===== config.mk =====
export PLATFORM = sky130hd
export DESIGN_NAME = hazard_stall_unit_flat
export DESIGN_NICKNAME = d
export VERILOG_FILES = /design/src/rtl/pipeline_pkg.sv /design/src/rtl/hazard_stall_unit_if.sv /design/src/rtl/mdu_busy_timer.sv /design/src/rtl/hazard_stall_unit.sv /design/src/flat_wrapper.sv
export SDC_FILE = /design/constraint.sdc
export NUM_CORES = 1
export LEC_CHECK = 0
export CAP_MARGIN = 30
export CORE_AREA = 5 5 42 44
export DETAILED_ROUTE_END_ITERATION = 8
export DIE_AREA = 0 0 47 49
export GPL_TIMING_DRIVEN = 0
export HOLD_SLACK_MARGIN = 0.05
export PLACE_DENSITY = 0.66
export SYNTH_ARGS = -nofsm -noshare
export SYNTH_HDL_FRONTEND = slang
export SYNTH_HIERARCHICAL = 1
export SYNTH_SLANG_ARGS = --single-unit

===== constraint.sdc =====
create_clock -name clk -period 1.9 [get_ports clk]
set_clock_uncertainty 0.15 [all_clocks]
set_input_delay 0.285 -clock clk [delete_from_list [all_inputs] [get_ports clk]]
set_output_delay 0.285 -clock clk [all_outputs]
set_load 0.03 [all_outputs]

===== src/rtl/pipeline_pkg.sv =====
`default_nettype none
// ============================================================================
//  Module      : pipeline_pkg
//  Description : Shared types and constants for the pipeline hazard logic.
//  Revision    : 1.0 - initial release
// ============================================================================
package pipeline_pkg;

    typedef enum logic [0:0] {
        RUN      = 1'b0,
        MDU_BUSY = 1'b1
    } hazard_state_t;

    localparam int REG_ZERO            = 0;
    localparam int MDU_LATENCY_DEFAULT = 4;

endpackage : pipeline_pkg
`default_nettype wire


===== src/rtl/hazard_stall_unit_if.sv =====
`default_nettype none
// ============================================================================
//  Module      : hazard_stall_unit_if
//  Description : ID-stage hazard inputs and PC/IF_ID/ID_EX control outputs.
//                Statistics signals exist only with HAZARD_STATS_EN.
//  Revision    : 1.0 - initial release
// ============================================================================
interface hazard_stall_unit_if #(
    parameter int REG_ADDR_W = 5
`ifdef HAZARD_STATS_EN
    ,
    parameter int CNT_W = 32
`endif
);
    logic [REG_ADDR_W-1:0] if_id_rs;
    logic [REG_ADDR_W-1:0] if_id_rt;
    logic                  if_id_uses_rt;
    logic                  if_id_reads_hilo;
    logic                  if_id_is_mdu;
    logic [REG_ADDR_W-1:0] id_ex_rt;
    logic                  id_ex_mem_read;
    logic                  ex_branch_taken;

    logic                  pc_write;
    logic                  if_id_write;
    logic                  if_id_flush;
    logic                  id_ex_bubble;
    logic                  mdu_busy;
`ifdef HAZARD_STATS_EN
    logic [CNT_W-1:0]      stall_cycles;
    logic [CNT_W-1:0]      flush_events;
`endif

    modport master (
        output if_id_rs, if_id_rt, if_id_uses_rt, if_id_reads_hilo, if_id_is_mdu,
        output id_ex_rt, id_ex_mem_read, ex_branch_taken,
        input  pc_write, if_id_write, if_id_flush, id_ex_bubble, mdu_busy
`ifdef HAZARD_STATS_EN
        ,
        input  stall_cycles, flush_events
`endif
    );

    modport slave (
        input  if_id_rs, if_id_rt, if_id_uses_rt, if_id_reads_hilo, if_id_is_mdu,
        input  id_ex_rt, id_ex_mem_read, ex_branch_taken,
        output pc_write, if_id_write, if_id_flush, id_ex_bubble, mdu_busy
`ifdef HAZARD_STATS_EN
        ,
        output stall_cycles, flush_events
`endif
    );

endinterface : hazard_stall_unit_if
`default_nettype wire


===== src/rtl/mdu_busy_timer.sv =====
`default_nettype none
// ============================================================================
//  Module      : mdu_busy_timer
//  Description : Tracks the multi-cycle MDU occupancy after a mult/div issues.
//  Revision    : 1.0 - initial release
// ============================================================================
module mdu_busy_timer
    import pipeline_pkg::*;
#(
    parameter int MDU_LATENCY = MDU_LATENCY_DEFAULT
) (
    input  wire logic clk,
    input  wire logic rst,
    input  wire logic issue,
    output logic      mdu_busy
);

    localparam int TMR_W = (MDU_LATENCY > 2) ? $clog2(MDU_LATENCY) : 1;
    localparam logic [TMR_W-1:0] C_LOAD = TMR_W'(MDU_LATENCY - 1);
    localparam logic [TMR_W-1:0] C_ONE  = TMR_W'(1);

    hazard_state_t    r_state;
    hazard_state_t    w_state_next;
    logic [TMR_W-1:0] r_cnt;
    logic [TMR_W-1:0] w_cnt_next;

    always_ff @(posedge clk) begin
        if (rst) begin
            r_state <= RUN;
            r_cnt   <= '0;
        end else begin
            r_state <= w_state_next;
            r_cnt   <= w_cnt_next;
        end
    end

    // The last busy cycle is the one where the counter reads 1.
    always_comb begin
        w_state_next = r_state;
        w_cnt_next   = r_cnt;
        case (r_state)
            RUN: begin
                if (issue) begin
                    w_state_next = MDU_BUSY;
                    w_cnt_next   = C_LOAD;
                end
            end
            MDU_BUSY: begin
                if (r_cnt == C_ONE) begin
                    w_state_next = RUN;
                    w_cnt_next   = '0;
                end else begin
                    w_cnt_next   = r_cnt - C_ONE;
                end
            end
            default: begin
                w_state_next = RUN;
                w_cnt_next   = '0;
            end
        endcase
    end

    assign mdu_busy = (r_state == MDU_BUSY);

endmodule : mdu_busy_timer
`default_nettype wire


===== src/rtl/hazard_stall_unit.sv =====
`default_nettype none
// ============================================================================
//  Module      : hazard_stall_unit
//  Description : Load-use / MDU-busy stall and taken-branch flush control.
//                Optional HAZARD_STATS_EN adds stall/flush statistics counters.
//  Revision    : 1.0 - initial release
// ============================================================================
module hazard_stall_unit
    import pipeline_pkg::*;
#(
    parameter int REG_ADDR_W  = 5,
    parameter int MDU_LATENCY = MDU_LATENCY_DEFAULT
`ifdef HAZARD_STATS_EN
    ,
    parameter int CNT_W       = 32
`endif
) (
    input  wire logic          clk,
    input  wire logic          rst,
    hazard_stall_unit_if.slave bus
);

    localparam logic [REG_ADDR_W-1:0] C_REG_ZERO = REG_ADDR_W'(REG_ZERO);

    logic w_lu;
    logic w_mdh;
    logic w_stall;
    logic w_issue;
    logic w_mdu_busy;
    logic w_pc_write;
    logic w_if_id_write;
    logic w_if_id_flush;
    logic w_id_ex_bubble;

    assign w_lu = bus.id_ex_mem_read
                & (bus.id_ex_rt != C_REG_ZERO)
                & ((bus.id_ex_rt == bus.if_id_rs)
                   | (bus.if_id_uses_rt & (bus.id_ex_rt == bus.if_id_rt)));

    assign w_mdh   = w_mdu_busy & (bus.if_id_reads_hilo | bus.if_id_is_mdu);
    assign w_stall = w_lu | w_mdh;

    // A squashed or stalled mult/div never reaches EX, so it must not start the timer.
    assign w_issue = bus.if_id_is_mdu & ~w_stall & ~bus.ex_branch_taken & ~rst;

    mdu_busy_timer #(
        .MDU_LATENCY (MDU_LATENCY)
    ) u_mdu_busy_timer (
        .clk      (clk),
        .rst      (rst),
        .issue    (w_issue),
        .mdu_busy (w_mdu_busy)
    );

    always_comb begin
        w_pc_write     = 1'b1;
        w_if_id_write  = 1'b1;
        w_if_id_flush  = 1'b0;
        w_id_ex_bubble = 1'b0;
        if (rst) begin
            w_pc_write     = 1'b0;
            w_if_id_write  = 1'b0;
            w_if_id_flush  = 1'b1;
            w_id_ex_bubble = 1'b1;
        end else if (bus.ex_branch_taken) begin
            w_if_id_flush  = 1'b1;
            w_id_ex_bubble = 1'b1;
        end else if (w_stall) begin
            w_pc_write     = 1'b0;
            w_if_id_write  = 1'b0;
            w_id_ex_bubble = 1'b1;
        end
    end

    assign bus.pc_write     = w_pc_write;
    assign bus.if_id_write  = w_if_id_write;
    assign bus.if_id_flush  = w_if_id_flush;
    assign bus.id_ex_bubble = w_id_ex_bubble;
    assign bus.mdu_busy     = w_mdu_busy;

`ifdef HAZARD_STATS_EN
    logic [CNT_W-1:0] r_stall_cycles;
    logic [CNT_W-1:0] r_flush_events;

    always_ff @(posedge clk) begin
        if (rst) begin
            r_stall_cycles <= '0;
            r_flush_events <= '0;
        end else begin
            if (!w_pc_write) begin
                r_stall_cycles <= r_stall_cycles + CNT_W'(1);
            end
            if (bus.ex_branch_taken) begin
                r_flush_events <= r_flush_events + CNT_W'(1);
            end
        end
    end

    assign bus.stall_cycles = r_stall_cycles;
    assign bus.flush_events = r_flush_events;
`endif

endmodule : hazard_stall_unit
`default_nettype wire

===== src/flat_wrapper.sv =====
// flat-port wrapper written by rule: the top's interface ports become plain ports
module hazard_stall_unit_flat import pipeline_pkg::*;
#(
    parameter int REG_ADDR_W  = 5,
    parameter int MDU_LATENCY = MDU_LATENCY_DEFAULT

)
  (clk, rst, bus_if_id_rs, bus_if_id_rt, bus_if_id_uses_rt, bus_if_id_reads_hilo, bus_if_id_is_mdu, bus_id_ex_rt, bus_id_ex_mem_read, bus_ex_branch_taken, bus_pc_write, bus_if_id_write, bus_if_id_flush, bus_id_ex_bubble, bus_mdu_busy);
  hazard_stall_unit_if #(.REG_ADDR_W(REG_ADDR_W)) bus_i ();
  input  wire logic clk;
  input  wire logic rst;
  input wire logic [$bits(bus_i.if_id_rs)-1:0] bus_if_id_rs;
  input wire logic [$bits(bus_i.if_id_rt)-1:0] bus_if_id_rt;
  input wire logic [$bits(bus_i.if_id_uses_rt)-1:0] bus_if_id_uses_rt;
  input wire logic [$bits(bus_i.if_id_reads_hilo)-1:0] bus_if_id_reads_hilo;
  input wire logic [$bits(bus_i.if_id_is_mdu)-1:0] bus_if_id_is_mdu;
  input wire logic [$bits(bus_i.id_ex_rt)-1:0] bus_id_ex_rt;
  input wire logic [$bits(bus_i.id_ex_mem_read)-1:0] bus_id_ex_mem_read;
  input wire logic [$bits(bus_i.ex_branch_taken)-1:0] bus_ex_branch_taken;
  output wire logic [$bits(bus_i.pc_write)-1:0] bus_pc_write;
  output wire logic [$bits(bus_i.if_id_write)-1:0] bus_if_id_write;
  output wire logic [$bits(bus_i.if_id_flush)-1:0] bus_if_id_flush;
  output wire logic [$bits(bus_i.id_ex_bubble)-1:0] bus_id_ex_bubble;
  output wire logic [$bits(bus_i.mdu_busy)-1:0] bus_mdu_busy;
  assign bus_i.if_id_rs = bus_if_id_rs;
  assign bus_i.if_id_rt = bus_if_id_rt;
  assign bus_i.if_id_uses_rt = bus_if_id_uses_rt;
  assign bus_i.if_id_reads_hilo = bus_if_id_reads_hilo;
  assign bus_i.if_id_is_mdu = bus_if_id_is_mdu;
  assign bus_i.id_ex_rt = bus_id_ex_rt;
  assign bus_i.id_ex_mem_read = bus_id_ex_mem_read;
  assign bus_i.ex_branch_taken = bus_ex_branch_taken;
  assign bus_pc_write = bus_i.pc_write;
  assign bus_if_id_write = bus_i.if_id_write;
  assign bus_if_id_flush = bus_i.if_id_flush;
  assign bus_id_ex_bubble = bus_i.id_ex_bubble;
  assign bus_mdu_busy = bus_i.mdu_busy;
  hazard_stall_unit #(.REG_ADDR_W(REG_ADDR_W), .MDU_LATENCY(MDU_LATENCY)) u_core (.clk(clk), .rst(rst), .bus(bus_i));
endmodule

==> flow_summary.toml, run 1 <==
[die]
chipHeight_microns = 49
pin_count = 27
fp.dieW_microns = 47
core.rowCount = 14
dieArea_sq_mm = 0.00230
core_region_area_sq_mm = 0.00140
start_util_pct = 23.1

[place]
post-place-ws_ns = -1.15
dpl.cell_count = 82
globalplace.congestion = 0.656
placed_cell_area_sq_um = 639
place_hpwl_microns = 822
portBuffers = 26

[logic_synthesis]
synth_edf_count = 0
yosys.area_share.xor_xnor_pct = 27.0
synthMuxAreaShare_pct = 0
synthDominantCellAreaShare_pct = 27.0
synth_nets = 63
synth_top_family_by_area = "XOR/XNOR gates"
synth_seq_cells = 3
async_reset_ff_share_pct = 0
synth-adder-area-share_pct = 3.86
yosys_warnings = 6
synthTopCellsByArea = "xnor2_1 27%, dfxtp_1 19%, a2111oi_2 4.6%"
seq_area_frac_synth_pct = 18.5
synthTopCellsByCount = "10 x xnor2_1, 3 x dfxtp_1, 3 x inv_1"
synth_cell_types = 24
synth_simple_gate_area_share_pct = 20.1
yosysMostFrequentCell = "xnor2_1"
synth_ff_type = "dfxtp_1"
synth_cells = 40
yosysTopAreaCell = "xnor2_1"
syn_area_sq_um = 324
synth_compound_area_share_pct = 23.6
synth_area_per_cell_sq_um = 8.10

[final_layout]
layout.nets = 99
antenna_cells = 0
instances_no_fill = 91
final_area_sq_um = 769
drive_above_1_share_pct = 34.7
syn_to_final_growth_pct = 137
final_util_pct = 54.9

[sta]
tightest_slew_ns = 0.323
rsz0062_at_grt = "true"
fin_crit_ns = 2.12
finalCritPeriodShare_pct = 112
slew_headroom_pct = 78.5
hold_viol = 0
drv_slew = 0
setup_violations = 3
fmax_mhz = 472
layout_setup_ws_ns = -0.219

[cts]
clock-root-buffer = "clkbuf_4"
ctsHtreeMaxLevel = 1
cts_tree = "built"
clk_latency_ns = 0.23
numCtsBuffers = 3
clk_pin_slew_ns = 0.04
cts.sinks = 3
clk_path_buf_depth = 2

[global_routing]
overflow = 0
grt_first_pass_wirelength_microns = 1590
groute.usage.overall_pct = 9.35
grt_max_degree = 10
antenna_found_initial = 0
grt_pass1_vias = 422

[critical_path]
worstPathRequired_ns = 1.46
crit_arrival_ns = 1.68
critical-path-max-stage-delay_ns = 0.54
worstPathCellList = "buf_8 > or4_4 > o21ai_4 > nor2_4 > a221oi_4 > buf_6 > buf_6"
crit_path_end_kind = "output port"
critPathLaunchType = "input port"
cpMostUsedCell = "buf_6"
r2r_cells = 4
crit_slowest_cell = "or4_4"
path_class = "input port to output port"
cp_max_fo = 2

[routing]
drt_first_iter_violations = 3
num_vias = 398
first_pass_iters = 3
via_per_inst = 4.37
wirelength_microns = 1090
drc_errors = 0
final_antenna_net_count = 0
routedWlPerCell_microns = 11.9

[power]
ir_drop_v = 0.000216
cellLeakagePower_nw = 0.375
power_density_mw_per_mm2 = 440

[flow_run]
cap_violations = 0

[worst_hold_path]
hp-class = "input port to flop"
hold-path-cell-count = 2

[run_status]
failed_checks = "negative setup slack"
status = "finished with violations"
## path summary, 6_finish.rpt
check	from	to	slack, ns
hold / removal	rst	u_core/u_mdu_busy_timer/r_cnt[0]	0.36
hold reg to reg	u_core/u_mdu_busy_timer/r_cnt[1]	u_core/u_mdu_busy_timer/r_cnt[1]	0.38
setup / recovery	bus_id_ex_rt[4]	bus_pc_write	-0.22
setup reg to reg	u_core/u_mdu_busy_timer/r_cnt[1]	u_core/u_mdu_busy_timer/r_cnt[0]	0.64
## power breakdown
| part | switching [mW] | leakage [nW] | internal [mW] |
|---|---|---|---|
| sequential | 0.00548 | 0.0247 | 0.0686 |
| clock | 0.0309 | 0.0150 | 0.0786 |
| combinational | 0.0666 | 0.336 | 0.0884 |
| total | 0.103 | 0.375 | 0.236 |
## sequential cells by signal (all words and copies together) (netlist names)
signal                            flops
u_core/u_mdu_busy_timer/mdu_busy      1
u_core/u_mdu_busy_timer/r_cnt         2
## area by class of cell
type                            instances  area [sq um]
Fill cell                             135           632
Inverter                                4          15.0
Multi-Input combinational cell         32           312
Clock buffer                            4          26.3
Sequential cell                         3          60.1
Timing Repair Buffer                   31           325
Buffer                                  1          11.3
Tap cell                               16          20.0
## cells in the final DEF, fill, tap and decap left out, types with 2 or more instances in the layout
master and instances:
buf_2 2, buf_4 3, buf_6 6, buf_8 2, clkbuf_4 3, clkdlybuf4s50_1 5
dfxtp_1 3, dlygate4sd2_1 3, dlymetal6s2s_1 10, inv_1 3, nand2_1 2, nor3_1 2
xnor2_1 10
## critical path, delay by kind of cell
| family | cells | cell delay (ns) |
|---|---|---|
| compound gates | 2 | 0.46 |
| buf+inv | 3 | 0.33 |
| simple gates | 2 | 0.60 |
## cells by family after synthesis
group           after synthesis
compound gates                9
flops                         3
fa+ha+maj                     1
xor+xnor                     10
buf+inv                       5
simple gates                 12
## timing repair
action	4_1_cts	5_1_grt
gates resized for setup	47	20
pin swaps	6	21
endpoints found under the setup margin	7	6
hold buffers	0	0
setup buffers	2	3
## through the flow
step / setup TNS (ns) / hold WS, ns / total power [mW]
after floorplan: -0.200 / 0.204 / 0.142
after global placement: -5.15 / 0.388 / 0.212
after detailed placement: -5.20 / 0.405 / 0.214
after CTS: -0.563 / 0.349 / 0.334
after global routing: -0.810 / 0.379 / 0.367
final: -0.570 / 0.357 / 0.339
## routing by layer
| layer | vias to the layer above | track usage, % | part of all wire (%) |
|---|---|---|---|
| met5 | - | 0 | 0 |
| met4 | 0 | 5.07 | 0 |
| met3 | 0 | 1.85 | 7.7 |
| met2 | 16 | 17.6 | 59 |
| met1 | 171 | 8.53 | 33 |
| li1 | 211 | - | - |
Power figures use the tool's default switching activity.
==> run 2, diff against run 1 <==
--- a/config.mk
+++ b/config.mk
@@ -9,9 +9,9 @@
 export CORE_AREA = 5 5 42 44
 export DETAILED_ROUTE_END_ITERATION = 8
 export DIE_AREA = 0 0 47 49
-export GPL_TIMING_DRIVEN = 0
 export HOLD_SLACK_MARGIN = 0.05
 export PLACE_DENSITY = 0.66
+export SKIP_LAST_GASP = 1
 export SYNTH_ARGS = -nofsm -noshare
 export SYNTH_HDL_FRONTEND = slang
 export SYNTH_HIERARCHICAL = 1
==> flow_summary.toml, run 2 (synthesized netlist as in run 1, its figures left out) <==
[final_layout]
layout_common_cells = "16 x clkdlybuf4s50_1, 12 x buf_4, 10 x xnor2_1"
layout.nets = 107
regMostFlops = "u_core/u_mdu_busy_timer/r_cnt"
antenna_cells = 0
drive_above_1_share_pct = 42.2
layout_commonest_cell = "clkdlybuf4s50_1"
largest_register_ffs = 2
syn_to_final_growth_pct = 145

[routing]
wirelength_microns = 1160
via_per_inst = 4.37
drt_first_iter_violations = 5
num_vias = 433
drc_errors = 0
first_pass_iters = 4
routedWlPerCell_microns = 11.8
final_antenna_net_count = 0

[worst_hold_path]
hp-class = "flop to flop"

[power]
internal-power_uw = 248
combinationalPowerShare_pct = 47.9
switching_share_pct = 29.7
cellLeakagePower_nw = 0.324
power_density_mw_per_mm2 = 445
sequentialPowerShare_pct = 20.4
switchingPower_uw = 105
ir_drop_v = 0.000244
p_clk_share_pct = 31.6

[die]
fp.dieW_microns = 47
dieArea_sq_mm = 0.00230
start_util_pct = 23.1
pin_count = 27
core.rowCount = 14
chipHeight_microns = 49
core_region_area_sq_mm = 0.00140

[cts]
numCtsBuffers = 3
clock-root-buffer = "clkbuf_4"
clk_path_buf_depth = 2
clk_pin_slew_ns = 0.03
clk_latency_ns = 0.23
hold_buffers = 0
cts_tree = "built"
ctsHtreeMaxLevel = 1
cts.sinks = 3

[sta]
fin_crit_ns = 2.12
hold_viol = 0
setup-tns-final_ns = -0.562
slew_headroom_pct = 75.6
finalCritPeriodShare_pct = 111
tightest_slew_ns = 0.367
layout_setup_ws_ns = -0.215
rsz0062_at_grt = "true"
drv_slew = 0
setup_violations = 4
fmax_mhz = 473

[critical_path]
crit_arrival_ns = 1.68
critPathLaunchType = "input port"
path_class = "input port to output port"
worstPathRequired_ns = 1.46
cp_max_fo = 2
crit_path_end_kind = "output port"
r2r_setup_slack_ns = 0.54

[flow_run]
cap_violations = 0

[place]
globalplace.congestion = 0.733
portBuffers = 26
place_hpwl_microns = 953
post-place-ws_ns = -0.874

[global_routing]
grt_max_degree = 9
overflow = 0
grt_pass1_vias = 436
groute.usage.overall_pct = 10.5
antenna_found_initial = 0
grt_first_pass_wirelength_microns = 1780

[run_status]
status = "finished with violations"
failed_checks = "negative setup slack"
[run 2: cell types whose count changed in the layout (fill, tap and decap cells not counted), sizes merged]
cell and change:
clkbuf -1, clkdlybuf4s50 +11, dlymetal6s2s -9, buf +8, clkdlybuf4s15 +1, dlygate4sd2 -2
[run 2: worst paths after layout]
kind | depth (start not counted) | to | from
worst min-delay path | 2 | u_core/u_mdu_busy_timer/r_cnt[1] | u_core/u_mdu_busy_timer/r_cnt[1]
worst max-delay path | 7 | bus_if_id_write | bus_id_ex_rt[1]
worst max register to register | 4 | u_core/u_mdu_busy_timer/mdu_busy | u_core/u_mdu_busy_timer/mdu_busy
worst min register to register | 2 | u_core/u_mdu_busy_timer/r_cnt[1] | u_core/u_mdu_busy_timer/r_cnt[1]
[run 2: per-layer routing]
| layer | GRT usage [%] | wire length, microns | vias to the layer above |
|---|---|---|---|
| met5 | 0 | 0 | - |
| met1 | 11.2 | 399 | 188 |
| met2 | 17.9 | 667 | 16 |
| met4 | 5.53 | 0 | 0 |
| met3 | 2.58 | 97 | 0 |
| li1 | - | - | 229 |
[run 2: power groups by stage]
stage                     sequential, mW  clock [mW]  combinational (mW)
after global routing              0.0727       0.127               0.182
after detailed placement          0.0728           0               0.159
after floorplan                   0.0759           0              0.0662
after global placement            0.0722           0               0.157
final                             0.0722       0.112               0.169
after CTS                         0.0717       0.118               0.159
[run 2: timing repair]
action / 4_1_cts / 5_1_grt
setup endpoints to repair: 7 / 6
gates cloned: 0 / 0
pin swaps: 3 / 8
gates resized for setup: 28 / 10
buffers inserted: 0 / 1
[run 2: cell type report]
type,count,area [sq um]
flip-flops and latches,3,60.1
fillers,149,608
clock buffers,4,26.3
repair buffers,40,372
well taps,16,20.0
multi-input cells,32,300
inverters,4,15.0
[run 2: worst max-delay path: stages]
cell and delay, ns:
buf_6 0.09, or4_4 0.53, o21ai_4 0.16, buf_6 0.12
nor2_4 0.04, a221oi_4 0.28, buf_6 0.17
[run 2: metrics by stage]
stage	std cells	utilization (%)	hold WS [ns]	area (sq um)	total power, mW
final	99	56.6	0.403	793	0.353
after global routing	99	56.6	0.458	793	0.382
after CTS	98	53.5	0.412	749	0.348
after detailed placement	94	51.4	0.406	721	0.231
after global placement	94	51.4	0.384	721	0.229
after floorplan	40	-	0.204	359	0.142
